$ cat src/rtl/local_sp_uram_arbiter.sv
// Round-robin arbiter sharing one single-port URAM buffer between the DMA loader (write)
// and the kNN compute stage (read), with a fixed-latency read return path.
module local_sp_uram_arbiter #(
   parameter int DataWidth    = 256,
   parameter int AddressWidth = 11,
   parameter int AddressRange = 2048,
   parameter int RdLatency    = 2
) (
   input  logic                    clk,
   input  logic                    reset,
   input  logic                    wr_req_valid,
   output logic                    wr_req_ready,
   input  logic [AddressWidth-1:0] wr_addr,
   input  logic [DataWidth-1:0]    wr_data,
   input  logic                    rd_req_valid,
   output logic                    rd_req_ready,
   input  logic [AddressWidth-1:0] rd_addr,
   output logic                    rd_rsp_valid,
   output logic [DataWidth-1:0]    rd_rsp_data,
   output logic [2:0]              rd_inflight,
   output logic [AddressWidth-1:0] mem_address0,
   output logic                    mem_ce0,
   output logic                    mem_we0,
   output logic [DataWidth-1:0]    mem_d0,
   input  logic [DataWidth-1:0]    mem_q0
);

   // state   | meaning
   // PRI_RD  | read requester wins when both are valid
   // PRI_WR  | write requester wins when both are valid
   typedef enum logic {
      PRI_RD = 1'b0,
      PRI_WR = 1'b1
   } pri_t;

   pri_t                 pri_q;
   pri_t                 pri_d;
   logic                 grant_wr;
   logic                 grant_rd;
   logic [RdLatency-1:0] vpipe;
   logic                 tail;

   if (RdLatency < 1 || RdLatency > 4) begin : g_bad_latency
      $error("RdLatency must be in 1..4");
   end
   if (AddressRange > (1 << AddressWidth)) begin : g_bad_range
      $error("AddressRange exceeds the address width");
   end

   always_ff @(posedge clk) begin
      if (!reset) begin
         pri_q <= PRI_RD;
      end else begin
         pri_q <= pri_d;
      end
   end

   // Grants are gated by reset so nothing reaches the memory while the block is held in reset.
   always_comb begin
      grant_wr = 1'b0;
      grant_rd = 1'b0;
      pri_d    = pri_q;
      if (reset) begin
         if (wr_req_valid && (!rd_req_valid || pri_q == PRI_WR)) begin
            grant_wr = 1'b1;
            pri_d    = PRI_RD;
         end else if (rd_req_valid) begin
            grant_rd = 1'b1;
            pri_d    = PRI_WR;
         end
      end
   end

   assign wr_req_ready = grant_wr;
   assign rd_req_ready = grant_rd;
   assign mem_ce0      = grant_wr | grant_rd;
   assign mem_we0      = grant_wr;
   assign mem_address0 = grant_rd ? rd_addr : wr_addr;
   assign mem_d0       = wr_data;

   always_ff @(posedge clk) begin
      if (!reset) begin
         vpipe <= '0;
      end else begin
         vpipe[0] <= grant_rd;
         for (int i = 1; i < RdLatency; i++) begin
            vpipe[i] <= vpipe[i-1];
         end
      end
   end

   assign tail = vpipe[RdLatency-1];

   always_ff @(posedge clk) begin
      if (!reset) begin
         rd_rsp_valid <= 1'b0;
         rd_rsp_data  <= '0;
      end else begin
         rd_rsp_valid <= tail;
         if (tail) begin
            rd_rsp_data <= mem_q0;
         end
      end
   end

   // A read counts as in flight until its response pulse has been presented.
   always_ff @(posedge clk) begin
      if (!reset) begin
         rd_inflight <= 3'd0;
      end else begin
         case ({grant_rd, rd_rsp_valid})
            2'b10:   rd_inflight <= rd_inflight + 3'd1;
            2'b01:   rd_inflight <= rd_inflight - 3'd1;
            default: rd_inflight <= rd_inflight;
         endcase
      end
   end

endmodule

$ cat config.mk
export PLATFORM = sky130hd
export DESIGN_NAME = local_sp_uram_arbiter
export DESIGN_NICKNAME = d
export VERILOG_FILES = /design/src/rtl/local_sp_uram_arbiter.sv
export SDC_FILE = /design/constraint.sdc
export NUM_CORES = 1
export LEC_CHECK = 0
export BUFFER_PORTS_ARGS = -buffer_cell sky130_fd_sc_hd__buf_2
export CORE_AREA = 2 2 414 416
export CTS_CLUSTER_SIZE = 20
export DETAILED_ROUTE_END_ITERATION = 10
export DIE_AREA = 0 0 416 418
export GPL_TIMING_DRIVEN = 0
export HOLD_SLACK_MARGIN = 0.06
export SLEW_MARGIN = 20
export SYNTH_ARGS = -nofsm -noshare
export SYNTH_HDL_FRONTEND = slang
export SYNTH_SLANG_ARGS = --single-unit
$ cat constraint.sdc
create_clock -name clk -period 2 [get_ports clk]
set_input_delay 0.1 -clock clk [delete_from_list [all_inputs] [get_ports clk]]
set_output_delay 0.1 -clock clk [all_outputs]
set_load 0.01 [all_outputs]
==> results.ini, run 1 <==
[worst_hold_path]
min-delay-start=wr_req_valid
whs_endpoint=vpipe[0]
hold_path_depth=5
holdCritPathClass=in2reg

[critical_path]
worst-r2r-cell-count=8
worstPathMaxFanout=4
critical_path.endpoint_type=output pin
worst_ep_required_time_ps=1900
r2r_slack_ps=150
critPathArrivalTime_ps=1880
crit-reg2reg-launch=pri_q
critical_path_class=in2out
critPathLaunchType=primary input
worst_reg2reg_endpoint=rd_inflight[2]

[cts]
clk-insertion-delay-late_ps=570
tritoncts.num_buffers=35
cts_buffer_depth=3
clk_slew_on_worst_s_h_paths_ps=50
tritoncts_clock_tree=yes
number_of_clock_sinks_seen_by_cts=263
h-tree-depth=2
cts_root_buf=clkbuf_16

[route]
drc=0
route.antenna.remaining_nets=1
num_vias=13200
detail_route.wl_per_cell_um=22.8
drt-total-wl_um=104000
avgViaCountPerCell=2.90
drt_iter0_drc=761
dr.pass1.iters=6

[placement]
place.gp.congestion=1.35
placed_wire_length_estimate_um=92200
buffer_ports.inserted=811
post-place-ws_ps=-80.6

[layout]
filler_cell_count=19200
share_of_cells_above_drive_strength_1_pct=51.6
mostFrequentLayoutCells=buf_2 (813), buf_4 (265), dfxtp_1 (263), mux2i_1 (260)
final_common_cell=buf_2
flow.area_growth_from_synthesis_pct=88.3
nNetsFinal=2802

[synthesis]
seq_area_frac_synth_pct=43.0
syn-mean-instance-area_sq_um=10.6
ys_ff_latch=263
mappedNetlistNets=1691
netlist-cell-type-count=19
postSynthCellCount=1152
synth.cell_area_sq_um=12200
ys_warn_count=0

[floorplan]
die_h_um=418
start_util_pct=7.23
design.die.area_sq_um=174000
ios=1069
die_width_um=416
std_cell_rows=151
core_sq_um=169000

[power]
p_leak_nw=10.0
power_per_cell_area_nw_per_um2=640
irDropWorstVdd_v=0.000516

[sta]
rsz0062_at_grt=true
layout_min_cycle_time_ps=1980
worst_clock_skew_ps=26.2
max-slew-margin-rel_pct=40.5
total_negative_slack_for_setup_checks_ps=0
worst_slew_pin_slew_ps=892
setup_ws_ps=22.5
timing.final.max_slew_violations=0
finalCritPeriodShare_pct=98.9
setup_violations=0
max_freq_mhz=506
finalHoldViolations=0

[run_status]
status=complete, but fails checks
failing_checks=antenna rules

[grt]
grt_pass1_wl_um=127000
first_global_vias=12500
track_usage_pct=11.2
number_of_antenna_violations_at_the_first_check_in_global_routing=149
grt_max_degree=12
grt-ovfl-total=0

[run]
cap_viol_max_count=0

==> state kept, by name, indices dropped and copies added, names as in the netlist <==
register / flops
pri_q: 1
vpipe: 2
rd_rsp_data: 256
rd_inflight: 3
rd_rsp_valid: 1
==> how the worst max path moves through the flow <==
| stage | from | end | slack (ps) | cells past startpoint |
|---|---|---|---|---|
| floorplan | pri_q | rd_inflight[2] | 420 | 7 |
| global placement | reset | rd_rsp_data[128] | -80 | 4 |
| detailed placement | reset | rd_rsp_data[129] | -80 | 4 |
| CTS | pri_q | mem_address0[9] | -0.5 | 6 |
| global route | pri_q | mem_address0[10] | -8 | 6 |
| finish | rd_req_valid | mem_address0[10] | 20 | 7 |
==> routing by layer <==
metal / share of wire [%] / global-route usage, % / vias to the layer above
met5: 0.77 / 1.14 / -
met2: 44 / 17.5 / 920
li1: - / - / 5761
met4: 2.9 / 2.69 / 60
met1: 38 / 12.6 / 6129
met3: 14 / 7.29 / 289
==> cell type report <==
cell class	instances	area [sq um]	share of cell area [%]
repair buffers	1074	6690	29.0
multi-input cells	568	4550	19.8
inverters	3	16.3	0.0706
plain buffers	318	2510	10.9
diodes	40	100	0.435
well taps	2218	2780	12.1
flip-flops and latches	263	5270	22.9
clock inverters	9	77.6	0.337
clock buffers	51	1040	4.50
==> synthesized netlist by cell type <==
cell / number / area [sq um]
a21oi_1: 1 / 5.00
and2_1: 3 / 18.8
buf_12: 2 / 40.0
buf_2: 4 / 20.0
buf_4: 262 / 1970
buf_8: 24 / 360
clkbuf_1: 26 / 97.6
dfxtp_1: 263 / 5270
fa_1: 1 / 20.0
inv_1: 2 / 7.51
inv_2: 1 / 3.75
mux2i_1: 260 / 2600
nand2_1: 39 / 146
nand2b_1: 2 / 12.5
nand3_4: 1 / 17.5
nor2b_1: 258 / 1610
o211a_1: 1 / 10.0
or2_2: 1 / 6.26
xnor2_2: 1 / 16.3
==> cell families after synthesis <==
| group | synth area share (%) |
|---|---|
| AOI/OAI and AO/OA | 0.123 |
| xor gates and xnor gates | 0.133 |
| adders and majority gates | 0.164 |
| buffers and inverters | 20.4 |
| DFF | 43.0 |
| muxes | 21.3 |
| and+or+nand+nor | 14.8 |
==> worst max-delay path, cell delays in order <==
cell,delay (ps)
dlygate4sd3_1,700
buf_2,220
nand3_4,190
buf_4,200
nand2_1,230
nand2_1,80
buf_2,140
==> metrics by stage <==
step	power [mW]	utilization, %	area [sq um]	instances	hold WS [ps]
floorplan	6.84	-	12200	1152	238
global placement	8.08	11.3	19100	4181	357
detailed placement	8.10	11.3	19100	4182	365
CTS	15.0	13.5	22900	4502	63.0
global route	15.4	13.6	23000	4519	117
finish	14.7	13.6	23000	4544	140
==> what timing repair did <==
item	4_1_cts	5_1_grt
resized for setup	27	7
endpoints found under the setup margin	11	4
pin swaps	1	0
hold endpoints to repair	257	0
gates cloned	0	0
buffers inserted	2	2
hold buffers	258	0
==> where the power goes <==
| group | total [mW] | internal [mW] | leakage (nW) | switching (mW) |
|---|---|---|---|---|
| clock network | 6.22 | 3.61 | 0.546 | 2.61 |
| registers | 5.53 | 5.42 | 2.14 | 0.112 |
| logic | 2.98 | 1.54 | 7.33 | 1.44 |
No activity file was read; power rests on OpenSTA's default activity.
==> run 2, diff against run 1 <==
--- a/config.mk
+++ b/config.mk
@@ -6,12 +6,15 @@
 export NUM_CORES = 1
 export LEC_CHECK = 0
 export BUFFER_PORTS_ARGS = -buffer_cell sky130_fd_sc_hd__buf_2
-export CORE_AREA = 2 2 414 416
+export CELL_PAD_IN_SITES_DETAIL_PLACEMENT = 0
+export CELL_PAD_IN_SITES_GLOBAL_PLACEMENT = 1
+export CORE_AREA = 2 2 419 421
 export CTS_CLUSTER_SIZE = 20
 export DETAILED_ROUTE_END_ITERATION = 10
-export DIE_AREA = 0 0 416 418
+export DIE_AREA = 0 0 421 423
 export GPL_TIMING_DRIVEN = 0
 export HOLD_SLACK_MARGIN = 0.06
+export PLACE_DENSITY_LB_ADDON = 0.1
 export SLEW_MARGIN = 20
 export SYNTH_ARGS = -nofsm -noshare
 export SYNTH_HDL_FRONTEND = slang
==> run 2 against run 1 <==
  * The run now ends clean
  * Sequential share of layout area decreased by 0.32 points
  * Global-route usage fell by 3.1 points
  * Via count shrank 11%
  * First-iteration DRC count shrank 62%
  * Worst setup slack improved by 150 ps
  * Routed wire length down 27%
  * Non-clock buffer count down 2
  * Power increased by 11%
  * Sequential cell count did not move
  * Final cell count up 2.0%
  * Clock skew is 14 ps higher
  * Critical path depth grew 1
  * Critical path type is now reg2reg
  * Critical endpoint is now rd_inflight[2]
  * Largest power group unchanged
==> results.ini, run 2 (same netlist as run 1, synthesis figures left out) <==
[sta]
timing.final.max_slew_violations=0  ; unchanged
finalHoldViolations=0  ; unchanged
rsz0062_at_grt=false  ; was true
max-slew-margin-rel_pct=48.5  ; was 40.5%
layout_min_cycle_time_ps=1830  ; was 1980 ps
finalCritPeriodShare_pct=91.3  ; was 98.9%
setup_violations=0  ; unchanged
setup_ws_ps=174  ; was 22.5 ps
worst_clock_skew_ps=40.5  ; was 26.2 ps
total_negative_slack_for_setup_checks_ps=0  ; unchanged
max_freq_mhz=548  ; was 506 MHz
worst_slew_pin_slew_ps=772  ; was 892 ps

[cts]
tritoncts.num_buffers=43  ; was 35
clk-insertion-delay-late_ps=630  ; was 570 ps
cts_root_buf=clkbuf_16  ; unchanged
tritoncts_clock_tree=yes  ; unchanged
number_of_clock_sinks_seen_by_cts=263  ; unchanged
h-tree-depth=2  ; unchanged
cts_buffer_depth=3  ; unchanged
clk_slew_on_worst_s_h_paths_ps=70  ; was 50 ps

[critical_path]
crit-reg2reg-launch=pri_q  ; unchanged
cp_common_cell=mux2i_1
critPathLaunchType=flip-flop  ; was primary input
worst-r2r-cell-count=8  ; unchanged
worst_reg2reg_endpoint=rd_inflight[2]  ; unchanged
critical_path_class=reg2reg  ; was in2out
crit_family=simple AND/OR/NAND/NOR gates  ; was buffers and inverters
crit_path_top_delay_cell=fa_1  ; was dlygate4sd3_1
timing.critical_path.buf_inv=1  ; was 4
critical_path.endpoint_type=flip-flop  ; was output pin
critPathArrivalTime_ps=2350  ; was 1880 ps
timing.critical_path.cells=nand2_2 -> nand3_4 -> buf_4 -> and2_1 -> fa_1 -> nor2b_1 -> mux2i_1 -> mux2i_1  ; was dlygate4sd3_1 -> buf_2 -> nand3_4 -> buf_4 -> nand2_1 -> nand2_1 -> buf_2
worstPathMaxFanout=4  ; unchanged
worst_ep_required_time_ps=2520  ; was 1900 ps
r2r_slack_ps=170  ; was 150 ps
timing.critical_path.slowest_cell_delay_ps=380  ; was 700 ps

[grt]
track_usage_pct=8.15  ; was 11.2%
grt-ovfl-total=0  ; unchanged
number_of_antenna_violations_at_the_first_check_in_global_routing=5  ; was 149
first_global_vias=12700  ; was 12500
grt_pass1_wl_um=102000  ; was 127000 um
grt_max_degree=13  ; was 12

[route]
routed-wl-met2_um=43300  ; was 46000 um
met1_length_um=26200  ; was 39200 um
met3WireLength_um=4470  ; was 14600 um
top_layer_used=met4  ; was met5
drc=0  ; unchanged
drt_iter0_drc=289  ; was 761
detail_route.wl_per_cell_um=16.4  ; was 22.8 um
num_vias=11700  ; was 13200
route.antenna.remaining_nets=0  ; was 1
avgViaCountPerCell=2.52  ; was 2.90
drt-total-wl_um=75800  ; was 104000 um
dr.pass1.iters=4  ; was 6

[run]
cap_viol_max_count=0  ; unchanged

[floorplan]
design.die.area_sq_um=178000  ; was 174000 sq um
die_width_um=421  ; was 416 um
ios=1069  ; unchanged
std_cell_rows=153  ; was 151
start_util_pct=7.06  ; was 7.23%
core_sq_um=173000  ; was 169000 sq um
die_h_um=423  ; was 418 um

[layout]
share_of_cells_above_drive_strength_1_pct=51.2  ; was 51.6%
layout.cells.non_filler=4634  ; was 4544
flow.area_growth_from_synthesis_pct=91.0  ; was 88.3%
postLayoutCoreUtil_pct=13.5  ; was 13.6%
top_flop_regs=rd_rsp_data: 256 flops, rd_inflight: 3 flops, vpipe: 2 flops  ; unchanged
mostFrequentLayoutCells=buf_2 (813), buf_4 (263), dfxtp_1 (263), mux2i_1 (260), dlygate4sd3_1 (260)  ; was buf_2 (813), buf_4 (265), dfxtp_1 (263), mux2i_1 (260)
nNetsFinal=2808  ; was 2802
final_common_cell=buf_2  ; unchanged
largest_register_ffs=256  ; unchanged
top_register=rd_rsp_data  ; unchanged
post-route-cell-area_sq_um=23400  ; was 23000 sq um

[power]
p_leak_nw=10.1  ; was 10.0 nW
power_per_cell_area_nw_per_um2=703  ; was 640 nW/um^2
irDropWorstVdd_v=0.000506  ; was 0.000516 V

[worst_hold_path]
min-delay-start=reset  ; was wr_req_valid
whs_endpoint=vpipe[0]  ; unchanged
holdCritPathClass=in2reg  ; unchanged
hold_path_depth=4  ; was 5

[placement]
detailed_place.area_sq_um=19200  ; was 19100 sq um
place.gp.congestion=0.794  ; was 1.35
placed_wire_length_estimate_um=64000  ; was 92200 um
post-place-ws_ps=0.402  ; was -80.6 ps
placed_cells=4288  ; was 4182
buffer_ports.inserted=811  ; unchanged

[run_status]
status=complete, no violations  ; was complete, but fails checks

run 2: worst min-delay path, delay by kind of cell:
kind / cells / cell delay [ps]
buffers and inverters: 3 / 400
AND/OR/NAND/NOR: 1 / 130
run 2: stage by stage:
stage / power (mW) / hold slack, ps
final: 16.4 / 84.9
after global routing: 17.3 / 83.5
after CTS: 17.1 / 61.9
after detailed placement: 8.00 / 364
after global placement: 8.00 / 359
after floorplan: 6.84 / 238
run 2: how the worst max path moves through the flow:
| stage | startpoint | slack, ps | cells after the start | endpoint |
|---|---|---|---|---|
| finish | pri_q | 170 | 8 | rd_inflight[2] |
| global route | pri_q | 20 | 8 | rd_inflight[2] |
| CTS | pri_q | 50 | 7 | mem_address0[8] |
| detailed placement | reset | 0.4 | 4 | rd_rsp_data[116] |
| global placement | reset | 10 | 4 | rd_rsp_data[117] |
| floorplan | pri_q | 420 | 7 | rd_inflight[2] |
run 2: final cells by class:
type                            instances  area, sq um
Clock buffer                           61         1240
Timing Repair Buffer                 1072         6670
Sequential cell                       263         5270
Buffer                                318         2500
Fill cell                           19900       150000
Multi-Input combinational cell        568         4480
Tap cell                             2325         2910
Clock inverter                         16          253
Antenna cell                            8         20.0
Inverter                                3         16.3
run 2: power breakdown:
part	leakage [nW]	total (mW)	internal (mW)	switching (mW)
Sequential	2.14	5.52	5.42	0.0957
Combinational	7.28	2.75	1.52	1.23
Clock	0.733	8.14	4.98	3.16
Total	10.1	16.4	11.9	4.48
run 2: timing repair:
action	in CTS	in global routing
resized for setup	8	1
endpoints found under the setup margin	13	1
endpoints found under the hold margin	261	0
pin swaps	1	0
hold buffers	260	0
setup buffers	1	0
run 2: per-layer routing:
layer,GRT usage (%),up-vias
met3,1.88,83
met5,0,-
li1,-,5716
met4,2.57,0
met2,16.2,392
met1,8.21,5478
